==> src/rtl/rpn_stack_sequencer.sv <==
// rtl/rpn_stack_sequencer.sv - stack-based operand sequencer for the RPN calculator ALU
// Optional peek port for display scrolling is enabled by defining RPN_PEEK_EN.
module rpn_stack_sequencer #(
  parameter int WIDTH   = 16,
  parameter int DEPTH   = 4,
  parameter int ALU_LAT = 1
) (
  input  logic                       clk,
  input  logic                       reset,
  input  logic                       push_req,
  input  logic                       exec_req,
  input  logic                       clear_req,
  input  logic [WIDTH-1:0]           data_in,
  input  logic [2:0]                 opcode_in,
  input  logic [WIDTH-1:0]           alu_res,
  output logic [WIDTH-1:0]           alu_a,
  output logic [WIDTH-1:0]           alu_b,
  output logic [2:0]                 alu_op,
  output logic [WIDTH-1:0]           top_out,
  output logic [$clog2(DEPTH+1)-1:0] depth,
`ifdef RPN_PEEK_EN
  input  logic [$clog2(DEPTH)-1:0]   peek_sel,
  output logic [WIDTH-1:0]           peek_data,
`endif
  output logic                       busy,
  output logic                       err_overflow,
  output logic                       err_underflow,
  output logic [2:0]                 status
);

  localparam int DW = $clog2(DEPTH+1);
  localparam int AW = $clog2(DEPTH);
  localparam int CW = $clog2(ALU_LAT+1);

  typedef enum logic [2:0] {
    S_IDLE       = 3'd0,
    S_PUSH       = 3'd1,
    S_EXEC_SETUP = 3'd2,
    S_EXEC_WAIT  = 3'd3,
    S_WRITEBACK  = 3'd4,
    S_ERROR      = 3'd7
  } state_t;

  state_t            state_q, state_d;
  logic [DW-1:0]     depth_q, depth_d;
  logic [WIDTH-1:0]  stack_q [DEPTH];
  logic [WIDTH-1:0]  stack_d [DEPTH];
  logic [WIDTH-1:0]  push_q, push_d;
  logic [WIDTH-1:0]  alu_a_q, alu_a_d, alu_b_q, alu_b_d;
  logic [2:0]        alu_op_q, alu_op_d;
  logic [CW-1:0]     cnt_q, cnt_d;
  logic              err_ov_q, err_ov_d, err_un_q, err_un_d;
  logic [AW-1:0]     top_idx, nos_idx, wr_idx;

  assign top_idx = AW'(depth_q - DW'(1));
  assign nos_idx = AW'(depth_q - DW'(2));
  assign wr_idx  = AW'(depth_q);

  always_ff @(posedge clk or posedge reset) begin
    if (reset) begin
      state_q  <= S_IDLE;
      depth_q  <= '0;
      push_q   <= '0;
      alu_a_q  <= '0;
      alu_b_q  <= '0;
      alu_op_q <= '0;
      cnt_q    <= '0;
      err_ov_q <= 1'b0;
      err_un_q <= 1'b0;
      for (int i = 0; i < DEPTH; i++) stack_q[i] <= '0;
    end else begin
      state_q  <= state_d;
      depth_q  <= depth_d;
      push_q   <= push_d;
      alu_a_q  <= alu_a_d;
      alu_b_q  <= alu_b_d;
      alu_op_q <= alu_op_d;
      cnt_q    <= cnt_d;
      err_ov_q <= err_ov_d;
      err_un_q <= err_un_d;
      stack_q  <= stack_d;
    end
  end

  always_comb begin
    state_d  = state_q;
    depth_d  = depth_q;
    stack_d  = stack_q;
    push_d   = push_q;
    alu_a_d  = alu_a_q;
    alu_b_d  = alu_b_q;
    alu_op_d = alu_op_q;
    cnt_d    = cnt_q;
    err_ov_d = err_ov_q;
    err_un_d = err_un_q;
    case (state_q)
      S_IDLE: begin
        // clear beats exec beats push; losers are simply dropped
        if (clear_req) begin
          depth_d  = '0;
          err_ov_d = 1'b0;
          err_un_d = 1'b0;
          for (int i = 0; i < DEPTH; i++) stack_d[i] = '0;
        end else if (exec_req) begin
          if (depth_q < DW'(2)) begin
            state_d  = S_ERROR;
            err_un_d = 1'b1;
          end else begin
            alu_op_d = opcode_in;
            state_d  = S_EXEC_SETUP;
          end
        end else if (push_req) begin
          if (depth_q == DW'(DEPTH)) begin
            state_d  = S_ERROR;
            err_ov_d = 1'b1;
          end else begin
            push_d  = data_in;
            state_d = S_PUSH;
          end
        end
      end
      S_PUSH: begin
        stack_d[wr_idx] = push_q;
        depth_d         = depth_q + DW'(1);
        state_d         = S_IDLE;
      end
      S_EXEC_SETUP: begin
        alu_a_d = stack_q[nos_idx];
        alu_b_d = stack_q[top_idx];
        cnt_d   = CW'(ALU_LAT);
        state_d = S_EXEC_WAIT;
      end
      S_EXEC_WAIT: begin
        cnt_d = cnt_q - CW'(1);
        if (cnt_q <= CW'(1)) state_d = S_WRITEBACK;
      end
      S_WRITEBACK: begin
        stack_d[nos_idx] = alu_res;
        stack_d[top_idx] = '0;
        depth_d          = depth_q - DW'(1);
        state_d          = S_IDLE;
      end
      S_ERROR: begin
        if (clear_req) begin
          depth_d  = '0;
          err_ov_d = 1'b0;
          err_un_d = 1'b0;
          for (int i = 0; i < DEPTH; i++) stack_d[i] = '0;
          state_d  = S_IDLE;
        end
      end
      default: state_d = S_IDLE;
    endcase
  end

  assign alu_a         = alu_a_q;
  assign alu_b         = alu_b_q;
  assign alu_op        = alu_op_q;
  assign depth         = depth_q;
  assign top_out       = (depth_q != '0) ? stack_q[top_idx] : '0;
  assign busy          = (state_q != S_IDLE) && (state_q != S_ERROR);
  assign err_overflow  = err_ov_q;
  assign err_underflow = err_un_q;
  assign status        = state_q;

`ifdef RPN_PEEK_EN
  // peek_sel counts down from the top of stack
  assign peek_data = (DW'(peek_sel) < depth_q)
                   ? stack_q[AW'(depth_q - DW'(1) - DW'(peek_sel))] : '0;
`endif

endmodule

==> config.mk <==
export PLATFORM = sky130hd
export DESIGN_NAME = rpn_stack_sequencer
export DESIGN_NICKNAME = d
export VERILOG_FILES = /design/src/rtl/rpn_stack_sequencer.sv
export SDC_FILE = /design/constraint.sdc
export NUM_CORES = 1
export LEC_CHECK = 0
export CAP_MARGIN = 30
export CORE_MARGIN = 3
export CORE_UTILIZATION = 25
export CTS_CLUSTER_SIZE = 28
export DETAILED_ROUTE_END_ITERATION = 10
export GPL_TIMING_DRIVEN = 1
export SYNTH_ARGS = -nofsm -noshare
export SYNTH_HDL_FRONTEND = slang
export SYNTH_SLANG_ARGS = --single-unit
export TNS_END_PERCENT = 20
==> constraint.sdc <==
create_clock -name clk -period 4.3 [get_ports clk]
set_input_delay 0.86 -clock clk [delete_from_list [all_inputs] [get_ports clk]]
set_output_delay 0.86 -clock clk [all_outputs]
set_load 0.005 [all_outputs]
Word-level counts from Yosys, hierarchy flattened
Index checks and enable logic that the tools add are counted.
- input bits: 40
- bits in registers: 124
- word-level logic and storage cells: 105
- add/subtract/negate cells: 4
- bitwise gates (word level): 9
- magnitude comparators: 8
- muxes and demuxes: 37
- eq/ne operators: 17
- reductions and logical operators: 17
- operators by type and width (kind ; number):
    one-hot mux 64 bit (3 select lines) ; 1
    bitwise mux 64 bit ; 2
    2-to-1 mux 16 bit ; 8
    demux 16 bit (select 2 bit) ; 3
    bitwise AND 64 bit ; 1
    binary-select mux 16 bit (select 2 bit) ; 2
    2-to-1 mux 64 bit ; 1
    inverter 64 bit ; 1
    2-to-1 mux 3 bit ; 7
    inequality test 3 bit (second input constant) ; 7
    one-hot mux 3 bit (4 select lines) ; 1
    AND reduction 4 bit ; 3
    AND reduction 5 bit ; 2
    == test 3 bit (second input constant) ; 3
    >= comparator 3 bit (second input constant) ; 3
    < comparator 3 x 1 -> 1 bit (second input constant) ; 3
    inverter 2 -> 3 bit ; 3
    one-hot mux 3 bit (3 select lines) ; 1
    nonzero test 3 bit ; 3
    2-to-1 mux 1 bit ; 8
    == test 3 x 2 -> 1 bit (second input constant) ; 2
    inequality test 2 bit (second input constant) ; 3
    one-hot mux 1 bit (2 select lines) ; 3
    logical AND 1 bit ; 4
    13 further kinds ; 17

Logic depth before layout (Yosys ltp)
Gate-level depths: netlist of the first run.
- depth in word-level cells: 9
- depth in mapped cells: 11

Least setup slack after synthesis of the first run
Ideal clock, no wire load.
- path type: register to output
- from: reg depth_q[0], in the netlist depth[0]
- to: out top_out[10]
- slack: 0.849 ns
- cell stages (with the launch flop): 10
- arrival time: 2.591 ns
- required time: 3.440 ns
- path through: dfrtp_1 > buf_2 > buf_4 > buf_2 > inv_1 > ha_1 > buf_2 > clkbuf_1 > mux4_2 > and2_1
- cells in the longest elaborated chain, start to end: 6
- ends and longest elaborated chain (element ; line ; RTL):
    start: declaration ; 45 ; logic [DW-1:0] depth_q, depth_d;
    start signal: assignment ; 73 ; depth_q <= depth_d;
    subtractor 3 x 1 -> 3 bit ; n/a ;
    inverter 2 -> 3 bit (not written as such) ; 160 ; assign top_out = (depth_q != '0) ? stack_q[top_idx] : '0;
    binary-select mux 16 bit (select 2 bit) ; 160 ;
    2-to-1 mux 16 bit (not written as such) (2 in a row) ; 160 ;
    2-to-1 mux 16 bit (*) ; 160 ;
    end: declaration ; 19 ; output logic [WIDTH-1:0] top_out,
Mark *: on every way between the ends. The rest lies on a longest branch, timed or not. The select of a mux whose other input is x is not followed.

Worst setup path after layout of the first run
- from: reg depth_q[0], in the netlist depth[0]
- to: out top_out[7]
The elaborated chain is that of the path after synthesis.

==> out/qor.tcl, run 1 <==
set qor(postSynthNetCount) 597
set qor(dp.final_hpwl_mm) 14.27
set qor(total_power_uw) 7021
set qor(holdCritPathClass) {flip-flop to flip-flop}
set qor(drt-vias-per-instance) 4.933
set qor(count_of_buffers_from_port_buffering) 99
set qor(routabilityCongestion) 0.7520
set qor(grt_use_total) 0.1375
set qor(report.final.hold_viol_count) 0
set qor(worst-r2r-cell-count) 5
set qor(wl_per_instance_um) 20.97
set qor(crit_path_start) {depth[0]}
set qor(clock-sinks) 123
set qor(cts_made_buffers) 17
set qor(grt_setup_unrepaired) {no}
set qor(post_synthesis_async_set_or_reset_flop_share) 1.000
set qor(cp-endpoint) {top_out[7]}
set qor(worst_hold_slack_ps) 503.7
set qor(tightest_slew_ps) 1028
set qor(final.setup_skew_ps) 16.01
set qor(crit_fanout) 10
set qor(fillers) 2904
set qor(fraction_of_layout_instances_using_a_drive_strength_above_1) 0.3090
set qor(grt_start_max_net_pins) 72
set qor(initial_core_util) 0.2575
set qor(status) {finished clean}
set qor(placement_rows) 62
set qor(synthesis.instances) 549
set qor(arrival_ps) 2820
set qor(clock_latency_ps) 430
set qor(drt_first_pass_iters) 4
set qor(cts_post_setup_buffers_inserted) 0
set qor(first_global_vias) 5277
set qor(vdd.ir_drop.worst_mv) 0.4210
set qor(route.final.wire_length_mm) 21.56
set qor(p_per_area_nw_per_um2) 747.4
set qor(h-tree-depth) 4
set qor(finalNetCount) 679
set qor(cts_tree) {yes}
set qor(synth_ff_type) {dfrtp_1}
set qor(seq_area_frac_synth) 0.4108
set qor(max_cap_viol_count) 0
set qor(hold_depth) 1
set qor(syn_area_per_cell_um2) 13.65
set qor(detail-route-antenna-nets) 0
set qor(syn-cell-area_um2) 7492
set qor(dr.first_iter.drc_count) 283
set qor(worst_r2r_startpoint) {depth[0]}
set qor(die_h_um) 179.1
set qor(most_common_cell_after_layout_fill_and_taps_aside) {dfrtp_1}
set qor(grt_pass1_wl_mm) 33.08
set qor(clk_transition_reported_paths_ps) 60
set qor(detailroute.via_count) 5071
set qor(most-common-layout-cells) {dfrtp_1, clkdlybuf4s50_1, mux2_2, mux2i_1, o2bb2ai_1}
set qor(final_setup_violations) 0
set qor(hold_buffers) 0
set qor(internal_power_uw) 4367
set qor(clock_tree.buffer_depth) 2
set qor(worst_ep_required_time_ps) 3440
set qor(power.net_switching_uw) 2654
set qor(dieArea_um2) 32080
set qor(finalMaxSlewViolations) 0
set qor(yosys_warnings) 0
set qor(endpoint_kind) {output pin}
set qor(seq_pwr_share) 0.307
set qor(timing.reg2reg.setup_slack_ps) 1280
set qor(finalSetupTns_ps) 0
set qor(grt_antenna_before_repair) 0
set qor(cts-resized-gates) 0
set qor(power.switching_fraction) 0.3781
set qor(achievable_freq_ghz) 0.2716
set qor(antenna_cells_inserted) 0
set qor(design.core.area_um2) 29090
set qor(setup.worst_path.start_class) {flip-flop}
set qor(synth.distinct_cells) 44
set qor(ys_ff_latch) 123
set qor(number_of_primary_i_o_pins) 100
set qor(synth-edff-count) 0
set qor(leakagePower_uw) 0.003879
set qor(fp.dieW_um) 179.1
set qor(power.clock.fraction) 0.206
set qor(cts_root_buf) {clkbuf_16}
set qor(slew_headroom) 0.3146
set qor(drc_errors) 0
set qor(finalCriticalPeriod_ps) 3682
set qor(global_route.overflow_total) 0
set qor(min_period_over_period) 0.8563
set qor(flow.area_growth_from_synthesis_pct) 25.38
set qor(power.combinational.fraction) 0.487
set qor(critPathKind) {flip-flop to output pin}
## worst min-delay path by stage
stage,from,to,slack (ps)
finish,alu_a[1],alu_a[1],500
global route,alu_a[5],alu_a[5],520
CTS,alu_b[15],alu_b[15],510
detailed placement,alu_b[15],alu_b[15],490
global placement,alu_a[13],alu_a[13],490
floorplan,alu_a[15],alu_a[15],510
## logic make-up (layout without fill, tap and decap cells)
kind of cell	Yosys count	in the layout	synth area share
muxes	213	213	0.3774
DFF	123	123	0.4108
AOI/OAI and AO/OA	92	92	0.1117
and+or+nand+nor	56	56	0.04492
buffers and inverters	55	150	0.03941
adders and majority gates	8	8	0.01336
xor gates and xnor gates	2	2	0.002338
## stage by stage
stage	util	instances	worst slack (ps)	area, um^2
after floorplan	-	549	169.1	7492
after global placement	0.3028	996	1125	8807
after detailed placement	0.3028	996	1065	8807
after CTS	0.3229	1028	603.5	9394
after global routing	0.3229	1028	466.3	9394
final	0.3229	1028	617.7	9394
## routing by layer
layer	GRT usage	wire length, um	vias to the layer above	share of wire
met5	0	0	-	0
met4	0.05799	550	0	0.026
met3	0.02435	728	25	0.034
met2	0.2196	10410	118	0.48
met1	0.1834	9872	2644	0.46
li1	-	-	2284	-
## power groups by stage
stage	clock network (uW)	logic (uW)	registers [uW]
after floorplan	0	2420	1950
after global placement	0	3430	2160
after detailed placement	0	3470	2170
after CTS	1480	3480	2150
after global routing	1530	3690	2230
final	1450	3420	2150
## synth_stat cells (2+ instances only)
| cell | n | share of area |
|---|---|---|
| ha_1 | 8 | 0.013 |
| nand2b_1 | 8 | 0.0067 |
| nor2_2 | 2 | 0.0017 |
| and2_1 | 16 | 0.013 |
| nand3_1 | 2 | 0.0013 |
| nand3_2 | 2 | 0.0027 |
| clkbuf_1 | 12 | 0.0060 |
| dfrtp_1 | 123 | 0.41 |
| mux2_4 | 40 | 0.080 |
| mux4_2 | 32 | 0.096 |
| buf_2 | 24 | 0.016 |
| buf_4 | 3 | 0.0030 |
| a21boi_0 | 2 | 0.0020 |
| mux2_2 | 68 | 0.10 |
| nand2_1 | 4 | 0.0020 |
| mux2_1 | 8 | 0.012 |
| mux2i_1 | 65 | 0.087 |
| o21ai_0 | 4 | 0.0027 |
| a221oi_1 | 3 | 0.0035 |
| buf_1 | 4 | 0.0020 |
| and3_1 | 5 | 0.0042 |
| nor2_1 | 6 | 0.0030 |
| o2bb2ai_1 | 64 | 0.075 |
| xor2_1 | 2 | 0.0023 |
| inv_1 | 5 | 0.0025 |
| a21oi_1 | 8 | 0.0053 |
| a311oi_4 | 4 | 0.014 |
| nor3_1 | 3 | 0.0020 |
| buf_6 | 6 | 0.0090 |
| or2_1 | 2 | 0.0017 |
## worst max-delay path, stage by stage, from the launching register on
cell and delay [ps]:
dfrtp_2 350, inv_1 90, ha_1 640, buf_4 350
mux4_2 350, and2_1 170, clkdlybuf4s50_1 440
## layout make-up
class	count	area [um^2]	share of cell area
multi-input cells	371	4119	0.4385
well taps	384	480.5	0.05115
clock buffers	21	470.5	0.05008
flip-flops and latches	123	3079	0.3278
repair buffers	112	1101	0.1172
clock inverters	11	116.4	0.01239
inverters	6	27.53	0.002930
No activity file was read; power rests on OpenSTA's default activity.
==> run 2: changes to the inputs <==
--- a/config.mk
+++ b/config.mk
@@ -8,6 +8,7 @@
 export CAP_MARGIN = 30
 export CORE_MARGIN = 3
 export CORE_UTILIZATION = 25
+export CTS_BUF_LIST = sky130_fd_sc_hd__clkbuf_8
 export CTS_CLUSTER_SIZE = 28
 export DETAILED_ROUTE_END_ITERATION = 10
 export GPL_TIMING_DRIVEN = 1
==> out/qor.tcl, run 2 (same netlist as run 1, synthesis figures left out) <==
set qor(status) {finished clean}
set qor(grt_pass1_wl_mm) 32.86 ;# -0.67%
set qor(fillers) 2920 ;# +0.55%
set qor(detail-route-antenna-nets) 0 ;# unchanged
set qor(final-seq-area_um2) 3079 ;# unchanged
set qor(placement_rows) 62 ;# unchanged
set qor(route.final.wire_length_mm) 21.38 ;# -0.84%
set qor(first_global_vias) 5251 ;# -0.49%
set qor(crit_path_start) {depth[0]}
set qor(cts_tree) {yes}
set qor(final_setup_violations) 0 ;# unchanged
set qor(grt_use_total) 0.1364 ;# -0.001075
set qor(design.core.area_um2) 29090 ;# unchanged
set qor(detailroute.via_count) 5022 ;# -0.97%
set qor(arrival_ps) 2850 ;# +30 ps
set qor(min_period_over_period) 0.8631 ;# +0.006768
set qor(worst_path_dominant_cell_family) {buffers and inverters}
set qor(drc_errors) 0 ;# unchanged
set qor(cp-endpoint) {top_out[7]}
set qor(achievable_freq_ghz) 0.2694 ;# -0.78%
set qor(worst_hold_slack_ps) 508.6 ;# +4.877 ps
set qor(antenna_cells_inserted) 0 ;# unchanged
set qor(setup.worst_path.start_class) {flip-flop}
set qor(cp_num_buf_inv) 3 ;# unchanged
set qor(finalMaxSlewViolations) 0 ;# unchanged
set qor(delay_of_the_slowest_cell_on_the_worst_path_ps) 640 ;# about the same
set qor(h-tree-depth) 4 ;# unchanged
set qor(hold_depth) 1 ;# unchanged
set qor(grt_start_max_net_pins) 72 ;# unchanged
set qor(fraction_of_layout_instances_using_a_drive_strength_above_1) 0.3090 ;# unchanged
set qor(count_of_buffers_from_port_buffering) 99 ;# unchanged
set qor(most-common-layout-cells) {dfrtp_1, clkdlybuf4s50_1, mux2_2, mux2i_1, o2bb2ai_1}
set qor(endpoint_kind) {output pin}
set qor(clock_latency_ps) 440 ;# about the same
set qor(fp.dieW_um) 179.1 ;# unchanged
set qor(cts_post_setup_buffers_inserted) 0 ;# unchanged
set qor(clock_tree.buffer_depth) 2 ;# unchanged
set qor(crit_slowest_cell) {ha_1}
set qor(tightest_slew_ps) 1006 ;# -21.67 ps
set qor(grt_antenna_before_repair) 0 ;# unchanged
set qor(area_used_by_multi_input_combinational_logic_um2) 4119 ;# unchanged
set qor(number_of_primary_i_o_pins) 100 ;# unchanged
set qor(routabilityCongestion) 0.7520 ;# unchanged
set qor(worst-r2r-cell-count) 5 ;# unchanged
set qor(finalNetCount) 679 ;# unchanged
set qor(global_route.overflow_total) 0 ;# unchanged
set qor(crit_path_depth) 6 ;# unchanged
set qor(critPathKind) {flip-flop to output pin}
set qor(timing.reg2reg.setup_slack_ps) 1300 ;# +20 ps
set qor(slew_headroom) 0.3290 ;# +0.01445
set qor(dieArea_um2) 32080 ;# unchanged
set qor(cts_made_buffers) 17 ;# unchanged
set qor(clock-sinks) 123 ;# unchanged
set qor(worst_ep_required_time_ps) 3440 ;# about the same
set qor(die_h_um) 179.1 ;# unchanged
set qor(finalSetupTns_ps) 0 ;# unchanged
set qor(vdd.ir_drop.worst_mv) 0.4146 ;# -1.5%
set qor(cts_root_buf) {clkbuf_8}
set qor(timing.critical_path.cells) {inv_1 -> ha_1 -> buf_4 -> mux4_2 -> and2_1 -> clkdlybuf4s50_1}
set qor(p_per_area_nw_per_um2) 719.0 ;# -3.8%
set qor(grt_setup_unrepaired) {no}
set qor(wl_per_instance_um) 20.79 ;# -0.84%
set qor(report.final.hold_viol_count) 0 ;# unchanged
set qor(cts-resized-gates) 0 ;# unchanged
set qor(most_common_cell_after_layout_fill_and_taps_aside) {dfrtp_1}
set qor(max_cap_viol_count) 0 ;# unchanged
set qor(holdCritPathClass) {flip-flop to flip-flop}
set qor(drt_first_pass_iters) 4 ;# unchanged
set qor(dr.first_iter.drc_count) 252 ;# -11%
set qor(finalCriticalPeriod_ps) 3711 ;# +29.10 ps
set qor(hold_buffers) 0 ;# unchanged
set qor(crit_fanout) 10 ;# unchanged
set qor(initial_core_util) 0.2575 ;# unchanged
set qor(final.setup_skew_ps) 20.69 ;# +4.683 ps
set qor(clk_transition_reported_paths_ps) 80 ;# +20 ps
set qor(worst_r2r_startpoint) {depth[0]}
set qor(leakagePower_uw) 0.003796 ;# -2.1%
set qor(dp.final_hpwl_mm) 14.27 ;# unchanged
set qor(flow.area_growth_from_synthesis_pct) 22.83
set qor(drt-vias-per-instance) 4.885 ;# -0.97%
==> run 2: worst min-delay path by stage <==
stage	slack, ps	endpoint	start
global route	530	alu_a[5]	alu_a[5]
finish	510	alu_a[1]	alu_a[1]
detailed placement	490	alu_b[15]	alu_b[15]
global placement	490	alu_a[13]	alu_a[13]
CTS	510	alu_b[15]	alu_b[15]
floorplan	510	alu_a[15]	alu_a[15]
==> run 2: where the power goes <==
group	switching, uW	internal (uW)
Clock	499	556
Combinational	1570	1850
Sequential	528	1620
==> run 2: metrics by stage <==
step           std cells  setup WS (ps)  total power, uW  cell area [um^2]    util
6_report            1028          588.6             6616              9203  0.3163
5_1_grt             1028          414.4             7049              9203  0.3163
2_1_floorplan        549          169.1             4373              7492       -
3_5_place_dp         996           1065             5641              8807  0.3028
3_3_place_gp         996           1125             5590              8807  0.3028
4_1_cts             1028          555.3             6717              9203  0.3163
==> run 2: worst register-to-register path, stage by stage (launching register included) <==
cell and delay (ps):
dfrtp_2 360, buf_4 520, ha_1 800, and3_1 880
o2bb2ai_1 200, mux2_4 170
==> run 2: final cells by class <==
cell class                 instances  area share
clock buffer                      20     0.02991
clock inverter                    12     0.01305
inverter                           6    0.002991
multi-input combinational        371      0.4476
sequential                       123      0.3346
tap                              384     0.05221
timing repair buffer             112      0.1196
==> run 2: metal layers <==
layer / wire length (um) / share of wire / track usage
met2: 10330 / 0.48 / 0.2178
met3: 825 / 0.039 / 0.02859
met1: 9714 / 0.45 / 0.1841
met5: 0 / 0 / 0
met4: 510 / 0.024 / 0.04575
==> run 3: changes to the inputs <==
--- a/config.mk
+++ b/config.mk
@@ -12,6 +12,8 @@
 export CTS_CLUSTER_SIZE = 28
 export DETAILED_ROUTE_END_ITERATION = 10
 export GPL_TIMING_DRIVEN = 1
+export PLACE_DENSITY = 0.46
+export SKIP_LAST_GASP = 1
 export SYNTH_ARGS = -nofsm -noshare
 export SYNTH_HDL_FRONTEND = slang
 export SYNTH_SLANG_ARGS = --single-unit
==> out/qor.tcl, run 3 (same netlist as run 1, synthesis figures left out) <==
set qor(status) {finished clean}
set qor(slew_headroom) 0.2873 ;# -0.04173
set qor(drc_errors) 0 ;# unchanged
set qor(dp.final_hpwl_mm) 15.41 ;# +8.0%
set qor(most-common-layout-cells) {dfrtp_1, clkdlybuf4s50_1, mux2_2, mux2i_1, o2bb2ai_1}
set qor(cts_tree) {yes}
set qor(drt-vias-per-instance) 5.047 ;# +3.3%
set qor(min_to) {alu_b[5]}
set qor(grt_start_max_net_pins) 62 ;# -14%
set qor(dr.first_iter.drc_count) 392 ;# +56%
set qor(worst_path_dominant_cell_family) {buffers and inverters}
set qor(min_period_over_period) 0.8635 ;# about the same
set qor(critPathKind) {flip-flop to output pin}
set qor(count_of_buffers_from_port_buffering) 99 ;# unchanged
set qor(grt_use_total) 0.1496 ;# +0.01326
set qor(leakagePower_uw) 0.003838 ;# +1.1%
set qor(achievable_freq_ghz) 0.2693 ;# about the same
set qor(grt_pass1_wl_mm) 35.72 ;# +8.7%
set qor(first_global_vias) 5743 ;# +9.4%
set qor(delay_of_the_slowest_cell_on_the_worst_path_ps) 660 ;# +20 ps
set qor(min-delay-start) {alu_b[5]}
set qor(hold_buffers) 0 ;# unchanged
set qor(setup.worst_path.start_class) {flip-flop}
set qor(route.final.wire_length_mm) 23.32 ;# +9.1%
set qor(cts-resized-gates) 0 ;# unchanged
set qor(grt_setup_unrepaired) {no}
set qor(crit_fanout) 10 ;# unchanged
set qor(crit_slowest_cell) {ha_1}
set qor(worst_ep_required_time_ps) 3440 ;# about the same
set qor(clock-sinks) 123 ;# unchanged
set qor(final_setup_violations) 0 ;# unchanged
set qor(clock_tree.buffer_depth) 2 ;# unchanged
set qor(routabilityCongestion) 0.7782 ;# +3.5%
set qor(finalNetCount) 683 ;# +0.59%
set qor(placed_area_um2) 8877 ;# +0.80%
set qor(clock_latency_ps) 440 ;# about the same
set qor(hold_depth) 1 ;# unchanged
set qor(flow.area_growth_from_synthesis_pct) 23.51
set qor(global_route.overflow_total) 0 ;# unchanged
set qor(max_cap_viol_count) 0 ;# unchanged
set qor(cts_root_buf) {clkbuf_8}
set qor(endpoint_kind) {output pin}
set qor(wl_per_instance_um) 22.64 ;# +8.9%
set qor(cts_post_setup_buffers_inserted) 0 ;# unchanged
set qor(holdCritPathClass) {flip-flop to flip-flop}
set qor(initial_core_util) 0.2575 ;# unchanged
set qor(cts_made_buffers) 17 ;# unchanged
set qor(worst-r2r-cell-count) 5 ;# unchanged
set qor(h-tree-depth) 4 ;# unchanged
set qor(dieArea_um2) 32080 ;# unchanged
set qor(arrival_ps) 2850 ;# about the same
set qor(detail-route-antenna-nets) 0 ;# unchanged
set qor(worst_r2r_startpoint) {depth[0]}
set qor(worst_hold_slack_ps) 508.5 ;# -0.1300 ps
set qor(finalCriticalPeriod_ps) 3713 ;# +1.764 ps
set qor(timing.critical_path.cells) {inv_1 -> ha_1 -> buf_4 -> mux4_2 -> and2_1 -> clkdlybuf4s50_1}
set qor(final_design_area_no_fill_um2) 9254 ;# +0.56%
set qor(grt_antenna_before_repair) 0 ;# unchanged
set qor(design.core.area_um2) 29090 ;# unchanged
set qor(placement_rows) 62 ;# unchanged
set qor(finalSetupTns_ps) 0 ;# unchanged
set qor(vdd.ir_drop.worst_mv) 0.3623 ;# -13%
set qor(fraction_of_layout_instances_using_a_drive_strength_above_1) 0.3096 ;# +0.0005913
set qor(most_common_cell_after_layout_fill_and_taps_aside) {dfrtp_1}
set qor(die_h_um) 179.1 ;# unchanged
set qor(p_per_area_nw_per_um2) 727.5 ;# +1.2%
set qor(final.setup_skew_ps) 11.10 ;# -9.588 ps
set qor(cp_num_buf_inv) 3 ;# unchanged
set qor(clk_transition_reported_paths_ps) 80 ;# about the same
set qor(fp.dieW_um) 179.1 ;# unchanged
set qor(final_cells) 1030 ;# +0.19%
set qor(report.final.hold_viol_count) 0 ;# unchanged
set qor(tightest_slew_ps) 1069 ;# +62.59 ps
set qor(total_power_uw) 6732 ;# +1.7%
set qor(finalMaxSlewViolations) 0 ;# unchanged
set qor(number_of_primary_i_o_pins) 100 ;# unchanged
set qor(place.detailed.instances) 1000 ;# +0.40%
set qor(antenna_cells_inserted) 0 ;# unchanged
set qor(detailroute.via_count) 5198 ;# +3.5%
set qor(drt_first_pass_iters) 4 ;# unchanged
set qor(fillers) 2888 ;# -1.1%
set qor(timing.reg2reg.setup_slack_ps) 1340 ;# +40 ps
## run 3: changes by cell type in the layout (fill, tap and decap cells not counted)
cell	delta
buf_16	+2
buf_4	+2
clkinv_4	+1
clkinvlp_4	-3
inv_1	+1
inv_6	-1
## run 3: where the power goes
group	leakage, uW	internal, uW	switching, uW
Clock	0.000206	547	479
Sequential	0.00165	1620	542
Combinational	0.00198	1880	1660
## run 3: final cells by class
| class | count | area [um^2] | share of cell area |
|---|---|---|---|
| clock buffers | 20 | 275.3 | 0.02975 |
| clock inverters | 10 | 101.3 | 0.01095 |
| inverters | 6 | 27.53 | 0.002975 |
| multi-input cells | 371 | 4119 | 0.4451 |
| flip-flops and latches | 123 | 3079 | 0.3327 |
| well taps | 384 | 480.5 | 0.05192 |
| repair buffers | 116 | 1171 | 0.1266 |
## run 3: how the worst max path moves through the flow
stage	cells past startpoint	start	end	slack, ps
after floorplan	1	reset	async pin	170
after global placement	6	clear_req	flip-flop	960
after detailed placement	6	clear_req	flip-flop	940
after CTS	6	depth[1]	top_out[12]	540
after global routing	6	depth[1]	top_out[13]	450
final	6	depth[1]	top_out[12]	590
## run 3: metal layers
layer	wire, um	GRT usage	part of all wire
met1	10710	0.2012	0.46
met2	11380	0.2432	0.49
met3	975	0.03219	0.042
met4	251	0.04253	0.011
met5	0	0	0
## run 3: stage by stage
step | setup WS (ps) | utilization
final | 586.9 | 0.3181
after global routing | 454.0 | 0.3181
after CTS | 536.5 | 0.3181
after detailed placement | 943.6 | 0.3052
after global placement | 955.2 | 0.3033
after floorplan | 169.1 | -
